<file path="config.mk">
export PLATFORM = sky130hd
export DESIGN_NAME = scu_irq_ctrl
export DESIGN_NICKNAME = d
export VERILOG_FILES = /design/src/rtl/scu_irq_ctrl.sv
export SDC_FILE = /design/constraint.sdc
export NUM_CORES = 1
export LEC_CHECK = 0
export ABC_AREA = 0
export BUFFER_PORTS_ARGS = -buffer_cell sky130_fd_sc_hd__clkbuf_2
export CORE_MARGIN = 1.5
export CORE_UTILIZATION = 40
export DETAILED_ROUTE_END_ITERATION = 6
export GPL_TIMING_DRIVEN = 1
export PLACE_DENSITY = 0.74
export SYNTH_ARGS = -nofsm -noshare
export SYNTH_HDL_FRONTEND = slang
export SYNTH_SLANG_ARGS = --single-unit
</file>
<file path="constraint.sdc">
create_clock -name CLK -period 2.3 [get_ports CLK]
set_input_delay 0.46 -clock CLK [delete_from_list [all_inputs] [get_ports CLK]]
set_output_delay 0.46 -clock CLK [all_outputs]
set_load 0.01 [all_outputs]
</file>
<file path="src/rtl/scu_irq_ctrl.sv">
// SCU interrupt controller: pending/mask registers, fixed-index priority, IRL/vector drive to SH-2.
// Define SCU_IRQ_CPU_IMASK_EN to add the CPU_IMASK level filter input.
module scu_irq_ctrl #(
    parameter int unsigned          NUM_SRC   = 16,
    parameter logic [NUM_SRC*4-1:0] SRC_LVL   = {NUM_SRC{4'hF}},
    parameter logic [7:0]           VEC_BASE  = 8'h40,
    parameter int unsigned          EXT_FIRST = 16
) (
    input  logic               CLK,
    input  logic               RST,
    input  logic               CE,
    input  logic [NUM_SRC-1:0] SRC_REQ,
    input  logic [1:0]         REG_SEL,
    input  logic               REG_WR,
    input  logic [31:0]        REG_DI,
    output logic [31:0]        REG_DO,
    output logic [3:0]         IRL,
    output logic [7:0]         VEC,
`ifdef SCU_IRQ_CPU_IMASK_EN
    input  logic [3:0]         CPU_IMASK,
`endif
    input  logic               IACK
);
    typedef enum logic [1:0] {StIdle, StAssert, StAcked} state_e;

    state_e             state_q;
    logic [NUM_SRC-1:0] mask_q;
    logic [NUM_SRC-1:0] pend_q;
    logic               aiack_q;
    logic               ext_busy_q;
    logic [4:0]         win_idx_q;

    logic [NUM_SRC-1:0] lvl_ok;
    logic [NUM_SRC-1:0] elig;
    logic               win_vld;
    logic [4:0]         win_idx;
    logic [3:0]         win_lvl;
    logic               cur_elig;
    logic               cur_ext;
    logic               wr_mask;
    logic               wr_stat;
    logic               wr_aiack;
    logic               ack;
    logic [NUM_SRC-1:0] ack_clr;
    logic [NUM_SRC-1:0] stat_clr;
    logic [NUM_SRC-1:0] pend_d;
    logic               unused_di;

    assign unused_di = ^REG_DI;

    always_comb begin
        lvl_ok = '0;
        elig   = '0;
        for (int i = 0; i < int'(NUM_SRC); i++) begin
`ifdef SCU_IRQ_CPU_IMASK_EN
            lvl_ok[i] = SRC_LVL[i*4 +: 4] > CPU_IMASK;
`else
            lvl_ok[i] = SRC_LVL[i*4 +: 4] != 4'd0;
`endif
            elig[i] = pend_q[i] && !mask_q[i] && lvl_ok[i]
                      && !((i >= int'(EXT_FIRST)) && ext_busy_q);
        end
    end

    // Descending scan so the lowest eligible index is the last one written.
    always_comb begin
        win_vld  = 1'b0;
        win_idx  = '0;
        win_lvl  = '0;
        cur_elig = 1'b0;
        cur_ext  = 1'b0;
        for (int i = int'(NUM_SRC) - 1; i >= 0; i--) begin
            if (elig[i]) begin
                win_vld = 1'b1;
                win_idx = 5'(i);
                win_lvl = SRC_LVL[i*4 +: 4];
            end
        end
        for (int i = 0; i < int'(NUM_SRC); i++) begin
            if (win_idx_q == 5'(i)) begin
                cur_elig = elig[i];
                cur_ext  = (i >= int'(EXT_FIRST));
            end
        end
    end

    always_comb begin
        wr_mask  = CE && REG_WR && (REG_SEL == 2'd0);
        wr_stat  = CE && REG_WR && (REG_SEL == 2'd1);
        wr_aiack = CE && REG_WR && (REG_SEL == 2'd2);
        ack      = CE && IACK && (state_q == StAssert);
        ack_clr  = '0;
        for (int i = 0; i < int'(NUM_SRC); i++) begin
            ack_clr[i] = ack && (win_idx_q == 5'(i));
        end
        stat_clr = wr_stat ? ~REG_DI[NUM_SRC-1:0] : '0;
        // A new request on the same cycle as a clear keeps the bit set.
        pend_d   = (pend_q & ~stat_clr & ~ack_clr) | SRC_REQ;
    end

    always_comb begin
        REG_DO = '0;
        case (REG_SEL)
            2'd1:    REG_DO[NUM_SRC-1:0] = pend_q;
            2'd2:    REG_DO[0] = aiack_q;
            default: REG_DO = '0;
        endcase
    end

    always_ff @(posedge CLK) begin
        if (RST) begin
            state_q    <= StIdle;
            mask_q     <= '1;
            pend_q     <= '0;
            aiack_q    <= 1'b0;
            ext_busy_q <= 1'b0;
            win_idx_q  <= '0;
            IRL        <= '0;
            VEC        <= '0;
        end else if (CE) begin
            pend_q <= pend_d;
            if (wr_mask) begin
                mask_q <= REG_DI[NUM_SRC-1:0];
            end
            if (wr_aiack) begin
                aiack_q <= REG_DI[0];
            end
            if (ack && cur_ext) begin
                ext_busy_q <= 1'b1;
            end else if (wr_aiack && REG_DI[0]) begin
                ext_busy_q <= 1'b0;
            end
            case (state_q)
                StIdle: begin
                    if (win_vld) begin
                        win_idx_q <= win_idx;
                        IRL       <= win_lvl;
                        VEC       <= VEC_BASE + {3'b000, win_idx};
                        state_q   <= StAssert;
                    end
                end
                StAssert: begin
                    if (IACK) begin
                        IRL     <= '0;
                        state_q <= StAcked;
                    end else if (!cur_elig) begin
                        IRL     <= '0;
                        VEC     <= '0;
                        state_q <= StIdle;
                    end else if (win_vld && (win_idx < win_idx_q)) begin
                        win_idx_q <= win_idx;
                        IRL       <= win_lvl;
                        VEC       <= VEC_BASE + {3'b000, win_idx};
                    end
                end
                StAcked: state_q <= StIdle;
                default: state_q <= StIdle;
            endcase
        end
    end
endmodule

</file>
**Word-level counts from Yosys, hierarchy flattened**

Index checks and enable logic that the tools add are counted.

- Flip-flop bits (word level): 52
- Bits of input ports: 55
- Output and inout bits: 44
- Logic and storage cells: 191

- Add/sub/neg operators: 1
- Order comparisons: 1
- Equal/unequal tests: 25
- Multiplexer cells: 86
- Bitwise logic cells: 6
- Reduce and logical (&&, ||, !) cells: 65

Operator list:

| cell | number |
|---|---|
| 4-bit two-way mux | 30 |
| 5-bit two-way mux | 10 |
| 16-bit NOT | 3 |
| 5-bit by 4-bit equality test with 1-bit output, second input constant | 8 |
| 1-bit logical AND | 39 |
| 16-bit AND | 2 |
| 1-bit two-way mux | 32 |
| 8-bit two-way mux | 4 |
| 5-bit by 3-bit equality test with 1-bit output, second input constant | 4 |
| 1-bit logical NOT | 16 |
| 16-bit two-way mux | 1 |
| 16-bit OR | 1 |
| 8-bit case mux with 2 select lines | 1 |
| 15-bit two-way mux | 1 |
| 5-bit by 2-bit equality test with 1-bit output, second input constant | 2 |
| 5-bit case mux with 2 select lines | 1 |
| 7-bit by 5-bit adder with 8-bit output, first input constant | 1 |
| 4-bit case mux with 2 select lines | 1 |
| 2-bit two-way mux | 3 |
| 2-bit != test, second input constant | 3 |
| 6-bit AND reduction | 1 |
| 5-bit by 1-bit equality test with 1-bit output, second input constant | 1 |
| 5-bit logical NOT | 1 |
| 5-bit < comparator | 1 |
| other kinds (14) | 17 |

**Logic depth before layout (Yosys ltp)**

- Depth after elaboration: 24
- Depth in mapped cells: 11
- Gate-level depth less buffers: 11

**Least setup slack after synthesis**

No wires, ideal clock.

- Path kind: register to register
- Start point: reg pend_q[14]
- End point: reg VEC[0]
- Library setup time: 0.072 ns
- Arrival time: 2.496 ns
- Required time: 2.228 ns
- Slack: -0.268 ns
- Stages on the path, launching flop included: 11
- Buffers on the path: 0
- Clock period less this slack: 2.568 ns
- Cell sequence: dfxtp_1 > nor2b_1 > o221ai_1 > a211oi_1 > o31ai_1 > a211oi_1 > ha_1 > and3_1 > a21o_1 > a311oi_4 > mux2i_1

- Elaborated cells on any way between the ends: 44
- Those cells by class: 1 x add/sub; 1 x order compare; 2 x eq/ne; 37 x mux; 3 x reduce/logical

RTL lines:

| item | line | text |
|---|---|---|
| start: declaration | 28 | `logic [NUM_SRC-1:0] pend_q;` |
| start signal: assignment | 121 | `pend_q <= pend_d;` |
| 1-bit logical AND | 60 | `elig[i] = pend_q[i] && !mask_q[i] && lvl_ok[i]` |
| 4-bit two-way mux (9 in series) | 73 | `if (elig[i]) begin` |
| 5-bit two-way mux (6 in series) | 73 |  |
| named net win_idx[1] | 36 | `logic [4:0] win_idx;` |
| 5-bit < comparator | 150 | `end else if (win_vld && (win_idx < win_idx_q)) begin` |
| 1-bit logical AND | 150 |  |
| 3-bit by 2-bit != test with 1-bit output (no line) | - |  |
| 5-bit AND reduction (no line) | - |  |
| end signal: assignment | 138 | `VEC <= VEC_BASE + {3'b000, win_idx};` |
| end signal: assignment | 153 | `VEC <= VEC_BASE + {3'b000, win_idx};` |
| end: declaration | 18 | `output logic [7:0] VEC,` |

The timed path passes the listed nets, and every way through them passes these cells. The select of a mux whose other input is x is not followed.
A chain may end at the register's enable or synchronous reset.

**Worst setup path after layout**

- Start point: reg mask_q[10]
- End point: reg VEC[0]

- Elaborated cells on any way between the ends: 41
- Those cells by class: 1 x add/sub; 1 x order compare; 2 x eq/ne; 33 x mux; 4 x reduce/logical

RTL lines:

| item | line | text |
|---|---|---|
| start: declaration | 27 | `logic [NUM_SRC-1:0] mask_q;` |
| start signal: assignment | 123 | `mask_q <= REG_DI[NUM_SRC-1:0];` |
| 1-bit logical NOT | 60 |  |
| 1-bit logical AND | 60 |  |
| 4-bit two-way mux (5 in series) | 73 |  |
| 5-bit two-way mux (6 in series) | 73 |  |
| named net win_idx[2] | 36 |  |
| 5-bit < comparator | 150 |  |
| 1-bit logical AND | 150 |  |
| 3-bit by 2-bit != test with 1-bit output (no line) | - |  |
| 5-bit AND reduction (no line) | - |  |

The timed path passes the listed nets, and every way through them passes these cells. The select of a mux whose other input is x is not followed.

==> results by stage <==
Placed design:
- The global placer's final weighted congestion is 0.879.
- The count of placed standard cells including taps is 559.
- The number of buffer cells added on primary ports is 63.
- Summed over all nets, the half-perimeter wirelength after detailed placement is 5.95 mm.

Clocking:
- At the later pin of the worst-skew pair, clock insertion delay measures 0.30 ns.
- The clock transition at the registers of the reported paths is 0.09 ns.
- The deepest level of the CTS H-tree is 2.
- TritonCTS built the clock tree.
- The clock buffer count from CTS is 5.
- The number of buffers between clock root and the deepest sink is 2.
- The clock tree root buffer cell is clkbuf_8.
- The tree built by TritonCTS fans out to 45 sinks.

Die:
- Pin placement for this block handled 99 I/O pins.
- In this run the vertical extent of the chip is 88.9 µm.
- The width of the die is 88.9 µm.
- In this run the core area contains 31 standard-cell rows.
- The core area is 7210 µm².
- The initial utilization of the core area, before any placement, comes to 0.409.
- The die covers 7910 µm².

Worst setup path:
- The critical path startpoint category is a flop.
- The largest single stage delay on the critical path is 0.34 ns.
- The buffering stage count on the worst path with inverters included is 1.
- The kind of cell with the highest combined delay along the critical path is simple AND/OR/NAND/NOR gates.
- Setup slack on the worst reg-to-reg path comes out at -0.26 ns.
- For the worst setup path, the data required time is 2.54 ns.
- The slowest stage of the critical path belongs to the cell a311oi_4.
- The worst setup path is captured at a flop.
- The biggest fanout along the worst timing path is 5.
- The category of the critical setup timing path is reg -> reg.
- Data on the critical path arrives at its endpoint at 2.80 ns.
- The critical path goes through and2b_2 -> nor4_4 -> buf_4 -> nand2b_4 -> a21boi_2 -> ha_1 -> nand3_2 -> nand3_4 -> a21o_1 -> a311oi_4 -> mux2i_1.

Route:
- Using the TritonRoute via totals, the vias-per-cell ratio works out to 5.11.
- After detailed routing, the wire length on met1 is 3.75 mm.
- In the routed design, unresolved DRC markers number 0.
- The top routing layer in use is met4.
- Detailed routing placed a total of 3.99 mm of wire on met2.
- The via count is 2941.
- The detailed-route wire length per cell is 14.4 µm.
- The wire length on met3 is 504 µm.
- The detail route stage leaves a number of antenna-violating nets equal to 0.
- After the first detailed-routing iteration, the DRC count stood at 221.
- The total wire length after detailed routing is 8.32 mm.
- The first TritonRoute pass finished after 4 iterations.

Timing:
- The count of pins over their slew limit was 0.
- The worst slew slack as a fraction of its limit is 0.516.
- Setup violations remaining at the end of the flow were counted as 10.
- Setup repair after global routing could not meet its margin everywhere.
- The hold violation total from the final report was 0.
- Counting I/O delays and the setup requirement, the final critical path takes 2.56 ns.
- After layout, the worst setup slack is -0.256 ns.
- The slew at the pin closest to its max-slew limit is 0.726 ns.
- The clock arrives with 0.00343 ns of skew.
- Dividing the final minimum period by the clock period gives 1.11.
- Timing would allow up to 0.391 GHz.

Final layout:
- The share of cells above drive strength 1 is 0.382.
- The non-filler instance count after layout is 576.
- The number of antenna diodes in the final layout is 0.
- The final layout net count is 537.
- Relative to the synthesized area, the layout overhead comes to 33.2%.

Logic synthesis:
- After synthesis, the mean cell area works out to 8.12 µm².
- For this run, the leading register cell type out of synthesis is dfxtp_1.
- Of the synthesized area, sequential elements account for 0.305.
- In the synthesized netlist the async set-or-reset flop fraction comes to 0.
- The synthesized design contains 0 enable-type register cells.
- The number of warnings issued by yosys is 0.
- The number of register bits inferred by synthesis is 45.
- The count of mapped cells out of synthesis is 364.
- Yosys mapped the design onto 57 distinct sky130hd cell types.
- In this run the cell area of the synthesized design comes to 2950 µm².

GRT:
- The via count of the first global-routing pass is 2657.
- The pin count of the biggest net entering global routing is 34.
- The first-pass GRT wire length is 12.6 mm.
- The initial antenna violation count is 0.
- The residual overflow from global routing is 0.
- The global router's overall resource usage is 0.207.

Power:
- The worst-case vdd ir drop is 0.250 mV.
- Power spread over the standard cell area amounts to 467 nW/µm².
- After layout, the design draws a total of 1.84 mW.
- The leakage dissipation is 1.75 nW.

Status:
- The flow ran to the end, but the final reports show violations.
- The checks that failed: negative setup slack.

Hold path:
- The min-delay analysis places its worst path in the category in -> reg.

Job:
- The tool flagged a number of max-cap violations equal to 0.
layout make-up:
cell class,instances,area [µm²]
flip-flops and latches,45,908
repair buffers,126,796
clock buffers,7,96.3
multi-input cells,285,1950
inverters,13,51.3
clock inverters,1,5.00
well taps,99,124
fillers,677,3280
state kept, by name, summed over array words and instances, names as in the netlist:
| register | cells |
|---|---|
| aiack_q | 1 |
| mask_q | 16 |
| VEC | 5 |
| state_q | 2 |
| win_idx_q | 4 |
| IRL | 1 |
| pend_q | 16 |
report_power, final:
group | total [mW] | leakage, nW | switching, mW | internal, mW
sequential | 0.846 | 0.368 | 0.0272 | 0.818
clock | 0.558 | 0.0542 | 0.286 | 0.272
combinational | 0.434 | 1.32 | 0.222 | 0.212
kinds of logic (layout without fill, tap and decap cells):
logic type	Yosys count	after routing	synth area share
AND/OR/NAND/NOR	170	170	0.322
flip-flops	45	45	0.305
adder cells (fa/ha/maj)	6	6	0.0254
other	1	19	0.00127
buffers and inverters	52	147	0.100
multiplexers	9	9	0.0305
AO/OA/AOI/OAI	81	81	0.216
layout by cell type (no fill, tap or decap), types with 3 or more instances in the layout:
cell type,n
clkbuf_2,63
buf_4,61
nand2_1,52
dfxtp_1,39
nor2_1,27
conb_1,19
o22ai_1,18
a22oi_1,16
nand3b_1,16
and2_1,15
nand2b_1,14
inv_1,11
mux2i_1,9
nor2b_1,8
nand3_1,8
a21oi_1,7
clkbuf_8,7
dfxtp_2,6
nor2b_4,5
ha_1,5
o21bai_1,4
and2b_1,3
a211oi_2,3
o21ai_0,3
o211ai_1,3
nor3_1,3
o32ai_1,3
timing repair:
action,in CTS,in global routing
setup buffers,6,3
hold buffers,0,0
pin swaps,15,12
setup endpoints to repair,10,10
resized for setup,15,10
worst paths after layout:
check	start	endpoint	cells after the start
min	REG_DI[7]	mask_q[7]	3
min reg2reg	mask_q[5]	mask_q[5]	2
max reg2reg	mask_q[10]	VEC[0]	11
max	mask_q[10]	VEC[0]	11
worst min-delay path: stages:
cell	delay (ns)
clkbuf_2	0.09
nand2_1	0.04
nand3b_1	0.06
routing by layer:
layer  global-route usage  vias up
met1                0.269     1391
li1                     -     1458
met3               0.0397        9
met2                0.344       83
met4               0.0713        0
met5                    0        -
synthesized netlist by cell type, types with 2 or more instances:
cell | n | area, µm²
nand2_1 | 53 | 199
dfxtp_1 | 45 | 901
nor2_1 | 27 | 101
buf_4 | 24 | 180
o22ai_1 | 18 | 113
a22oi_1 | 16 | 120
nand3b_1 | 16 | 120
and2_1 | 15 | 93.8
nand2b_1 | 15 | 93.8
clkbuf_1 | 12 | 45.0
inv_1 | 11 | 41.3
a21oi_1 | 10 | 50.1
nand3_1 | 10 | 50.1
nor2b_1 | 10 | 62.6
mux2i_1 | 9 | 90.1
ha_1 | 6 | 75.1
a211oi_1 | 5 | 37.5
and2b_1 | 4 | 30.0
o21bai_1 | 4 | 30.0
nor2b_2 | 3 | 26.3
nor3_1 | 3 | 15.0
o211ai_1 | 3 | 22.5
o21ai_0 | 3 | 15.0
o32ai_1 | 3 | 26.3
a32oi_1 | 2 | 17.5
and3_1 | 2 | 12.5
buf_1 | 2 | 7.51
nor2b_4 | 2 | 27.5
nor4_4 | 2 | 42.5
o21ai_1 | 2 | 10.0
through the flow:
stage          TNS (ns)   util  area (µm²)  hold slack (ns)  setup WS, ns
6_report          -2.13  0.545        3940            0.377        -0.256
2_1_floorplan   -0.0144      -        3050            0.429       -0.0144
3_3_place_gp      -1.71  0.506        3650            0.441        -0.227
5_1_grt           -3.22  0.545        3940            0.391        -0.381
3_5_place_dp      -2.44  0.506        3650            0.448        -0.307
4_1_cts           -2.08  0.536        3870            0.375        -0.298
No activity file was read; power rests on OpenSTA's default activity.
